--- config.mk ---
export PLATFORM = sky130hd
export DESIGN_NAME = mm_cmd_master
export DESIGN_NICKNAME = d
export VERILOG_FILES = /design/src/rtl/mm_cmd_master.sv
export SDC_FILE = /design/constraint.sdc
export NUM_CORES = 1
export LEC_CHECK = 0
export ABC_AREA = 1
export CAP_MARGIN = 20
export CORE_MARGIN = 2
export CORE_UTILIZATION = 40
export DETAILED_ROUTE_END_ITERATION = 16
export GPL_TIMING_DRIVEN = 1
export PLACE_DENSITY = 0.79
export RECOVER_POWER = 25
export SKIP_CTS_REPAIR_TIMING = 1
export SLEW_MARGIN = 20
export SYNTH_ARGS = -nofsm -noshare
export SYNTH_HDL_FRONTEND = slang
export SYNTH_SLANG_ARGS = --single-unit
--- constraint.sdc ---
create_clock -name clk -period 1.43 [get_ports clk]
set_input_delay 0.2145 -clock clk [delete_from_list [all_inputs] [get_ports clk]]
set_output_delay 0.2145 -clock clk [all_outputs]
set_load 0.05 [all_outputs]
--- src/rtl/mm_cmd_master.sv ---
// Avalon-MM master front-end: turns a valid/ready command stream into single
// read/write bus transactions with waitrequest handling and a cycle timeout.
module mm_cmd_master #(
  parameter int ADDR_W  = 8,
  parameter int DATA_W  = 16,
  parameter int TIMEOUT = 255
) (
  input  logic              clk,
  input  logic              rst_n,
  input  logic              cmd_valid,
  output logic              cmd_ready,
  input  logic              cmd_write,
  input  logic [ADDR_W-1:0] cmd_address,
  input  logic [DATA_W-1:0] cmd_writedata,
  output logic              rsp_valid,
  input  logic              rsp_ready,
  output logic              rsp_write,
  output logic [DATA_W-1:0] rsp_data,
  output logic              rsp_error,
  output logic [ADDR_W-1:0] avm_address,
  output logic              avm_read,
  output logic              avm_write,
  output logic [DATA_W-1:0] avm_writedata,
  input  logic [DATA_W-1:0] avm_readdata,
  input  logic              avm_waitrequest,
  output logic [7:0]        err_count
);

  typedef enum logic [1:0] {
    S_IDLE,
    S_BUS,
    S_RSP
  } state_t;

  // Counter only needs to reach TIMEOUT-1, the value at which the abort fires.
  localparam int CNT_W = (TIMEOUT > 1) ? $clog2(TIMEOUT) : 1;
  localparam logic [CNT_W-1:0] CNT_LAST = CNT_W'((TIMEOUT > 0) ? TIMEOUT - 1 : 0);

  state_t           state;
  state_t           state_nxt;
  logic [CNT_W-1:0] tmo_cnt;
  logic             cmd_fire;
  logic             xfer_done;
  logic             timed_out;

  assign cmd_ready = (state == S_IDLE) && rst_n;
  assign cmd_fire  = cmd_valid && cmd_ready;
  assign xfer_done = (state == S_BUS) && !avm_waitrequest;
  // Completion takes priority: the abort only fires while the slave still stalls.
  assign timed_out = (state == S_BUS) && avm_waitrequest && (TIMEOUT != 0) &&
                     (tmo_cnt == CNT_LAST);

  always_ff @(posedge clk) begin
    if (!rst_n) state <= S_IDLE;
    else        state <= state_nxt;
  end

  always_comb begin
    // NOTE: assigning the default first means every path drives state_nxt, so no latch is inferred.
    state_nxt = state;
    case (state)
      S_IDLE:  if (cmd_fire) state_nxt = S_BUS;
      S_BUS:   if (xfer_done || timed_out) state_nxt = S_RSP;
      S_RSP:   if (rsp_ready) state_nxt = S_IDLE;
      default: state_nxt = S_IDLE;
    endcase
  end

  // NOTE: sequential state uses non-blocking assignments so every register samples pre-edge values.
  always_ff @(posedge clk) begin
    if (!rst_n) begin
      avm_address   <= '0;
      avm_writedata <= '0;
      avm_read      <= 1'b0;
      avm_write     <= 1'b0;
      rsp_valid     <= 1'b0;
      rsp_write     <= 1'b0;
      rsp_data      <= '0;
      rsp_error     <= 1'b0;
      err_count     <= '0;
      tmo_cnt       <= '0;
    end else begin
      case (state)
        S_IDLE: begin
          if (cmd_fire) begin
            avm_address   <= cmd_address;
            avm_writedata <= cmd_writedata;
            avm_read      <= !cmd_write;
            avm_write     <= cmd_write;
            rsp_write     <= cmd_write;
            tmo_cnt       <= '0;
          end
        end
        S_BUS: begin
          if (xfer_done) begin
            rsp_data  <= avm_read ? avm_readdata : '0;
            rsp_error <= 1'b0;
            rsp_valid <= 1'b1;
            avm_read  <= 1'b0;
            avm_write <= 1'b0;
          end else if (timed_out) begin
            rsp_data  <= '0;
            rsp_error <= 1'b1;
            rsp_valid <= 1'b1;
            avm_read  <= 1'b0;
            avm_write <= 1'b0;
            if (err_count != 8'hFF) err_count <= err_count + 8'd1;
          end else begin
            tmo_cnt <= tmo_cnt + 1'b1;
          end
        end
        S_RSP: begin
          if (rsp_ready) rsp_valid <= 1'b0;
        end
        default: ;
      endcase
    end
  end

endmodule

[Word-level counts from Yosys, hierarchy flattened]
Index checks and enable logic that the tools add are counted.
Word-level totals
  register bits after elaboration: 63
  bits in latches: 0
  bits in writable memories: 0
  memory bits (read-only): 0
  input port bits: 46
  output and inout bits: 54
  logic and storage cells: 65
  memories kept: 0
Operators by class
  add/subtract/negate cells: 2
  multipliers: 0
  div/mod/pow operators: 0
  order comparisons: 0
  equality and inequality tests: 10
  shift operators: 0
  mux-type cells: 22
  bitwise logic cells: 1
  reductions and logical operators: 19
Operators by type and width (number)
  16-bit two-way mux: 3
  8-bit two-way mux: 3
  8-bit by 1-bit adder with 8-bit output (second input constant): 2
  8-bit case mux with 2 select lines: 1
  3-bit AND reduction: 3
  8-bit == test (second input constant): 1
  1-bit two-way mux: 8
  2-bit inequality test (second input constant): 4
  8-bit inequality test (second input constant): 1
  4-bit AND reduction: 2
  2-bit two-way mux: 3
  1-bit case mux with 2 select lines: 3
  2-bit case mux with 3 select lines: 1
  2-bit nonzero test: 3
  1-bit logical AND: 5
  2-bit AND reduction: 2
  3-bit inequality test (second input constant): 1
  2-bit by 1-bit == test with 1-bit output (second input constant): 1
  2-bit == test (second input constant): 1
  1-bit zero test: 2
  2-bit zero test: 1
  2-bit by 1-bit inequality test with 1-bit output (second input constant): 1
  1-bit logical OR: 1
  1-bit NOT: 1

[Longest topological paths before layout]
Gate-level depths: netlist of run 1.
  depth in word-level cells: 6
  depth in mapped cells: 11
  gate-level depth less buffers: 11

[Worst setup path after synthesis of run 1]
OpenSTA, ideal clock, no wires.
  path type: register to register
  start: register err_count[0]
  end: register err_count[1]
  setup time: 116 ps
  arrival: 1536 ps
  required time: 1314 ps
  setup slack: -222 ps
  stages on the path, launching flop included: 9
  buffers on the path: 0
  period minus slack after synthesis: 1652 ps
  cells stage by stage: dfxtp_1 -> ha_1 -> inv_1 -> nor2_1 -> nand2_1 -> nand2_1 -> clkinv_1 -> nor2_1 -> nor2_1
On the way
  longest elaborated chain between the ends: 2
  elaborated cells between the ends (all ways): 3
  those cells by class: add/sub (1); eq/ne (1); reduce/logical (1)
Ends and longest elaborated chain
  from (decl): line 26  | output logic [7:0] err_count
  from (signal assigned): line 107  | if (err_count != 8'hFF) err_count <= err_count + 8'd1;
  parallel branches: the longest is 2 deep, another holds 8-bit by 1-bit adder with 8-bit output
Parallel ways; which one is timed is not known.
A chain may end at the register's enable or synchronous reset.

[Worst setup path after layout of run 1]
  start: register tmo_cnt[0]
  end: register tmo_cnt[3]
On the way
  longest elaborated chain between the ends: 4
  elaborated cells between the ends (all ways): 8
  those cells by class: add/sub (1); eq/ne (2); mux (3); reduce/logical (2)
Ends and longest elaborated chain
  from (decl): line 41  | logic [CNT_W-1:0] tmo_cnt;
  from (signal assigned): line 109  | tmo_cnt <= tmo_cnt + 1'b1;
  8-bit by 1-bit adder with 8-bit output or 8-bit == test (tied branches): line 109, 51
  8-bit two-way mux or 1-bit logical AND (tied branches): line 101, 50
  8-bit two-way mux or 2-bit inequality test (tied branches)
  8-bit case mux with 2 select lines or 4-bit AND reduction (tied branches)
Several ways; a longest one is shown, not always the timed one. The select of a mux whose other input is x is not followed.

==> results of run 1 <==
-- routing by layer --
| layer | track usage (%) | up-vias | share of wire, % |
|---|---|---|---|
| met2 | 32.8 | 92 | 50 |
| met1 | 23.4 | 1216 | 40 |
| met3 | 7.90 | 22 | 7.1 |
| li1 | - | 1257 | - |
| met5 | 0 | - | 0 |
| met4 | 9.66 | 0 | 3.3 |
-- registers in the layout, indices dropped and copies added, names as in the netlist --
signal,cells
avm_read,1
rsp_data,16
rsp_error,1
avm_write,1
avm_address,8
rsp_valid,1
err_count,8
avm_writedata,16
tmo_cnt,8
state,2
rsp_write,1
-- cells by family after synthesis --
family                     after synthesis  share of synthesized area [%]
and+or+nand+nor                        145                           27.3
AOI/OAI and AO/OA                       58                           16.5
xor gates and xnor gates                 5                           1.62
DFF                                     63                           46.6
adders and majority gates                3                           1.39
buffers and inverters                   33                           6.61
-- power by group --
group,switching [µW],total [µW],internal (µW)
combinational,432,806,374
sequential,57.2,1880,1820
clock,741,1370,626
total,1230,4050,2820
-- layout make-up --
cell class,instances,share of cell area [%]
Inverter,23,2.03
Multi-Input combinational cell,211,30.9
Sequential cell,63,28.2
Tap cell,77,2.14
Clock inverter,7,1.08
Clock buffer,9,2.75
Timing Repair Buffer,124,32.8
-- worst reg2reg max path: cells and delay by family (launching register included) --
kind,cells,cell delay (ns)
buffers and inverters,2,0.23
DFF,1,0.33
AOI/OAI and AO/OA,1,0.13
adders and majority gates,1,0.17
and+or+nand+nor,7,0.63
-- stage by stage --
step                worst slack [ns]  cells  hold WS, ns  util, %  area (µm²)
floorplan                    0.00539    307        0.343        -        2720
global placement              -0.153    494        0.475     68.8        4440
CTS                          -0.0642    510        0.409     71.5        4620
finish                        -0.108    514        0.336     69.8        4510
global route                  -0.182    514        0.334     69.8        4510
detailed placement            -0.213    494        0.491     68.8        4440
-- final timing paths --
path                                    from      endpoint  slack (ns)  cells after the start
worst max-delay path              tmo_cnt[0]    tmo_cnt[3]       -0.11                     11
worst min-delay path                   rst_n  err_count[1]        0.34                      4
worst min register to register  rsp_data[11]  rsp_data[11]        0.47                      2
worst max register to register    tmo_cnt[0]    tmo_cnt[3]       -0.11                     11
-- layout by cell type, fill, tap and decap left out, types with 9 or more instances in the layout --
master and instances:
clkbuf_8 9, clkdlybuf4s50_1 44, nand3_1 9, clkbuf_2 17
buf_4 22, buf_12 37, a21oi_2 20, inv_1 14
nand2_2 20, nand2_1 66, dfxtp_1 55, a22o_1 24
nor2_1 21, a21oi_1 10
==> metrics.cfg, run 1 <==
[clock_tree]
cts_sinks=63
h-tree-depth=3
tritoncts=yes
clk_latency_ns=0.35
cts-root-buf=clkbuf_8
path_clk_slew_ns=0.07
cts_made_buffers=9
clk_path_buf_depth=2

[cells_and_area]
multi_input_area_um2=1400
area_growth_pct=66.6
drive_above_1_share_pct=41.0
seqCellArea_um2=1270
antennaDiodeCount=0
fillers=459
nets=481

[sta]
post-route-min-period_ns=1.54
clock_skew_ns=0.00894
period_share_pct=108
fin_setup_tns_ns=-0.881
worst_slew_pin_slew_ns=0.511
grt_setup_unrepaired=yes
finalHoldViolations=0
slew_headroom_pct=65.9
fmax_ghz=0.650
setup_violations=21
slew_violations=0
setup_ws_ns=-0.108

[critical_path]
cpMostUsedCell=nand2_4
worst_path_max_delay_cell=dfxtp_2
arrival_ns=1.81
start_kind=flop
critPathBufInv=2
critPathCaptureType=flop
worstPathCellList=inv_2 > ha_4 > nand2_4 > nor2_4 > nand2_4 > nand2_4 > nand2_4 > buf_6 > nand2_2 > nand2_2 > a21oi_2
crit_family=simple AND/OR/NAND/NOR gates
worstPathRequired_ns=1.71
slowest_delay_ns=0.33
critPathKind=flop to flop
path_max_fanout=5

[placed_design]
gp_routability_congestion=0.846
io_buffer_count=99
dp_hpwl_um=5480

[synth]
synth_area_per_cell_um2=8.82
yosys.area.top_type=dfxtp_1
yosysSeqAreaShare_pct=46.6
synth_edf_count=0
synth_top_flop_cell=dfxtp_1
yosysMostFrequentCell=nand2_1
synth_top_cells_by_area=dfxtp_1 (47%), nand2_1 (11%), a22o_1 (7.8%)
synthCells=307
yosys_register_bits=63
yosys_warnings=0
synthTopCellsByCount=nand2_1 (80), dfxtp_1 (63), a22o_1 (24), nor2_1 (23), a21oi_2 (17)
synth_nets=356
ys_async_sr_fraction_pct=0
synth.top_cell.area_share_pct=46.6
synthDistinctLibCells=31
synth_area_um2=2710

[routing]
firstDrtPassIters=4
routed_wl_um=8230
antenna_left=0
initialDrtViolationCount=132
via_per_inst=5.03
drc=0
vias=2587
wl_per_cell_um=16.0

[floorplan]
fp-row-count=29
coreArea_um2=6460
start_util_pct=41.9
dieHeight_um=86.3
die_w_um=86.3
io_pins=100
dieArea_um2=7440

[grt]
grt_pass1_wl_um=11800
first_global_vias=2548
grt_usage_pct=20.2
antenna_found_initial=0
grt_max_degree=27
gr-total-overflow=0

[power]
p_leak_uw=0.00190
p_per_area_nw_per_um2=898
p_total_uw=4050
vdd_drop_max_mv=0.394

[worst_hold_path]
min_path_type=input pin to flop

[run]
cap_violations=0

[run_status]
violations=negative setup slack
status=complete, but fails checks

Power figures use the tool's default switching activity.
==> run 2: changes to the inputs <==
Settings changed: ABC_AREA 1 to unset, CORE_UTILIZATION 40 to 39.
==> metrics.cfg, run 2 <==
[run_status]
status=complete, but fails checks
violations=negative setup slack

[power]
p_leak_uw=0.00203
seq_power_share_pct=45.6
swShare_pct=30.2
power_frac_comb_pct=22.1
p_switching_uw=1250
p_clk_share_pct=32.3
p_per_area_nw_per_um2=854
p_int_uw=2900
vdd_drop_max_mv=0.701

[routing]
wl_per_cell_um=17.3
drc=0
routed_wl_um=9080
initialDrtViolationCount=93
vias=2798
via_per_inst=5.33
antenna_left=0
firstDrtPassIters=4

[critical_path]
ff2ff_path_depth=7
path_depth=7
critPathKind=flop to flop
start_kind=flop
crit_family=simple AND/OR/NAND/NOR gates
worstPathCellList=inv_2 > ha_4 > nand3_4 > or3b_4 > buf_4 > or3_1 > a21oi_2
arrival_ns=2.00
path_max_fanout=7
critPathCaptureType=flop
reg2reg_setup_slack_ns=-0.31
slowest_delay_ns=0.43
worst_path_max_delay_cell=or3b_4
critPathBufInv=2
worstPathRequired_ns=1.69

[floorplan]
dieArea_um2=7090
coreArea_um2=6280
io_pins=100
dieHeight_um=84.2
die_w_um=84.2
fp-row-count=29
start_util_pct=40.0

[grt]
grt_max_degree=21
busiest_layer=met2
gr-total-overflow=0
first_global_vias=2739
grt_pass1_wl_um=12600
use_met1_pct=24.5
antenna_found_initial=0
grtUsageMet2_pct=38.4
grt_usage_pct=22.0
use_met3_pct=8.26

[synth]
synthTopCellsByCount=nand2_1 (72), dfxtp_1 (63), nand3_1 (31), a21oi_1 (28), o21ai_0 (18)
yosys_warnings=0
synth_nets=349
yosys.area.top_type=dfxtp_1
synth_area_per_cell_um2=8.36
synth_edf_count=0
synth_top_flop_cell=dfxtp_1
synth_area_um2=2510
ys_async_sr_fraction_pct=0
synth.top_cell.area_share_pct=50.3
synth_top_cells_by_area=dfxtp_1 (50%), nand2_1 (11%), nand3_1 (6.2%)
synthCells=300
synthDistinctLibCells=45
yosys_register_bits=63
yosysSeqAreaShare_pct=50.3
yosysMostFrequentCell=nand2_1

[cells_and_area]
area_growth_pct=93.5
antennaDiodeCount=0
reg_top3=avm_writedata x16, rsp_data x16
fin_area_um2=4850
final_common_cell=nand2_1
nets=492
drive_above_1_share_pct=37.9
layout_common_cells=nand2_1 (64), dfxtp_1 (52), clkdlybuf4s50_1 (43), buf_12 (43), buf_4 (33)

[clock_tree]
cts_sinks=63
h-tree-depth=3
cts-root-buf=clkbuf_8
clk_path_buf_depth=2
cts_made_buffers=9
tritoncts=yes
clk_latency_ns=0.34
path_clk_slew_ns=0.08

[worst_hold_path]
min_path_type=input pin to flop
hold_depth=3

[run]
cap_violations=0

[sta]
fmax_ghz=0.575
fin_setup_tns_ns=-4.77
slew_violations=0
clock_skew_ns=0.00808
worst_slew_pin_slew_ns=0.506
post-route-min-period_ns=1.74
setup_violations=35
grt_setup_unrepaired=yes
period_share_pct=122
finalHoldViolations=0
setup_ws_ns=-0.310
whs_ns=0.367
slew_headroom_pct=66.2

[placed_design]
io_buffer_count=99
gp_routability_congestion=0.858
placed_cell_area_um2=4540
dp_hpwl_um=5910

[run 2: cell types whose count changed in the layout (fill, tap and decap cells not counted), sizes merged, moves of 4 or more]
| cell | delta |
|---|---|
| nand3 | +17 |
| buf | +30 |
| a22o | -23 |
| inv | -18 |
| or3b | +4 |
| o21ai | +17 |
| nor2 | -25 |
| nand2 | -21 |
| clkbuf | -4 |
| or4 | +6 |
[run 2: path summary, 6_finish.rpt]
path / end / from
setup / recovery: err_count[0] / tmo_cnt[0]
hold / removal: rsp_error / avm_waitrequest
setup reg to reg: err_count[0] / tmo_cnt[0]
hold reg to reg: avm_writedata[5] / avm_writedata[5]
[run 2: cells by family (layout without fill, tap and decap cells)]
group | Yosys count | count (layout) | share of synthesized area [%]
compound gates | 65 | 65 | 15.6
xor+xnor | 3 | 3 | 1.05
mux | 2 | 2 | 0.798
flops | 63 | 63 | 50.3
simple gates | 138 | 139 | 26.8
buf+inv | 26 | 173 | 3.99
fa+ha+maj | 3 | 3 | 1.50
[run 2: worst register-to-register path, stage by stage, from the launching register on]
cell and delay, ns:
dfxtp_2 0.33, inv_2 0.07, ha_4 0.14, nand3_4 0.08
or3b_4 0.43, buf_4 0.16, or3_1 0.33, a21oi_2 0.13
[run 2: through the flow]
stage	setup slack [ns]	util (%)	power [µW]	cells
detailed placement	-0.695	72.3	2810	503
global placement	-0.659	72.3	2790	503
finish	-0.310	77.3	4150	525
floorplan	-0.312	-	2270	300
global route	-0.340	77.3	4290	525
CTS	-0.434	74.9	4130	519
[run 2: cell type report]
class                   count  area (µm²)
repair buffers            151        1880
well taps                  77        96.3
multi-input cells         212        1410
fillers                   351        1420
clock inverters             6        37.5
inverters                   6        22.5
flip-flops and latches     63        1280
clock buffers              10         128
[run 2: layer usage]
layer	wire length, µm	vias up	part of all wire (%)
met5	0	-	0
met4	124	0	1.4
met3	678	11	7.5
met2	4710	107	52
met1	3560	1344	39
li1	-	1336	-
[run 2: power groups by stage]
stage          registers, µW  clock network [µW]  logic, µW
5_1_grt                 1890                1440        957
6_report                1890                1340        918
3_3_place_gp            1930                   0        863
4_1_cts                 1890                1360        880
3_5_place_dp            1930                   0        878
2_1_floorplan           2120                   0        154
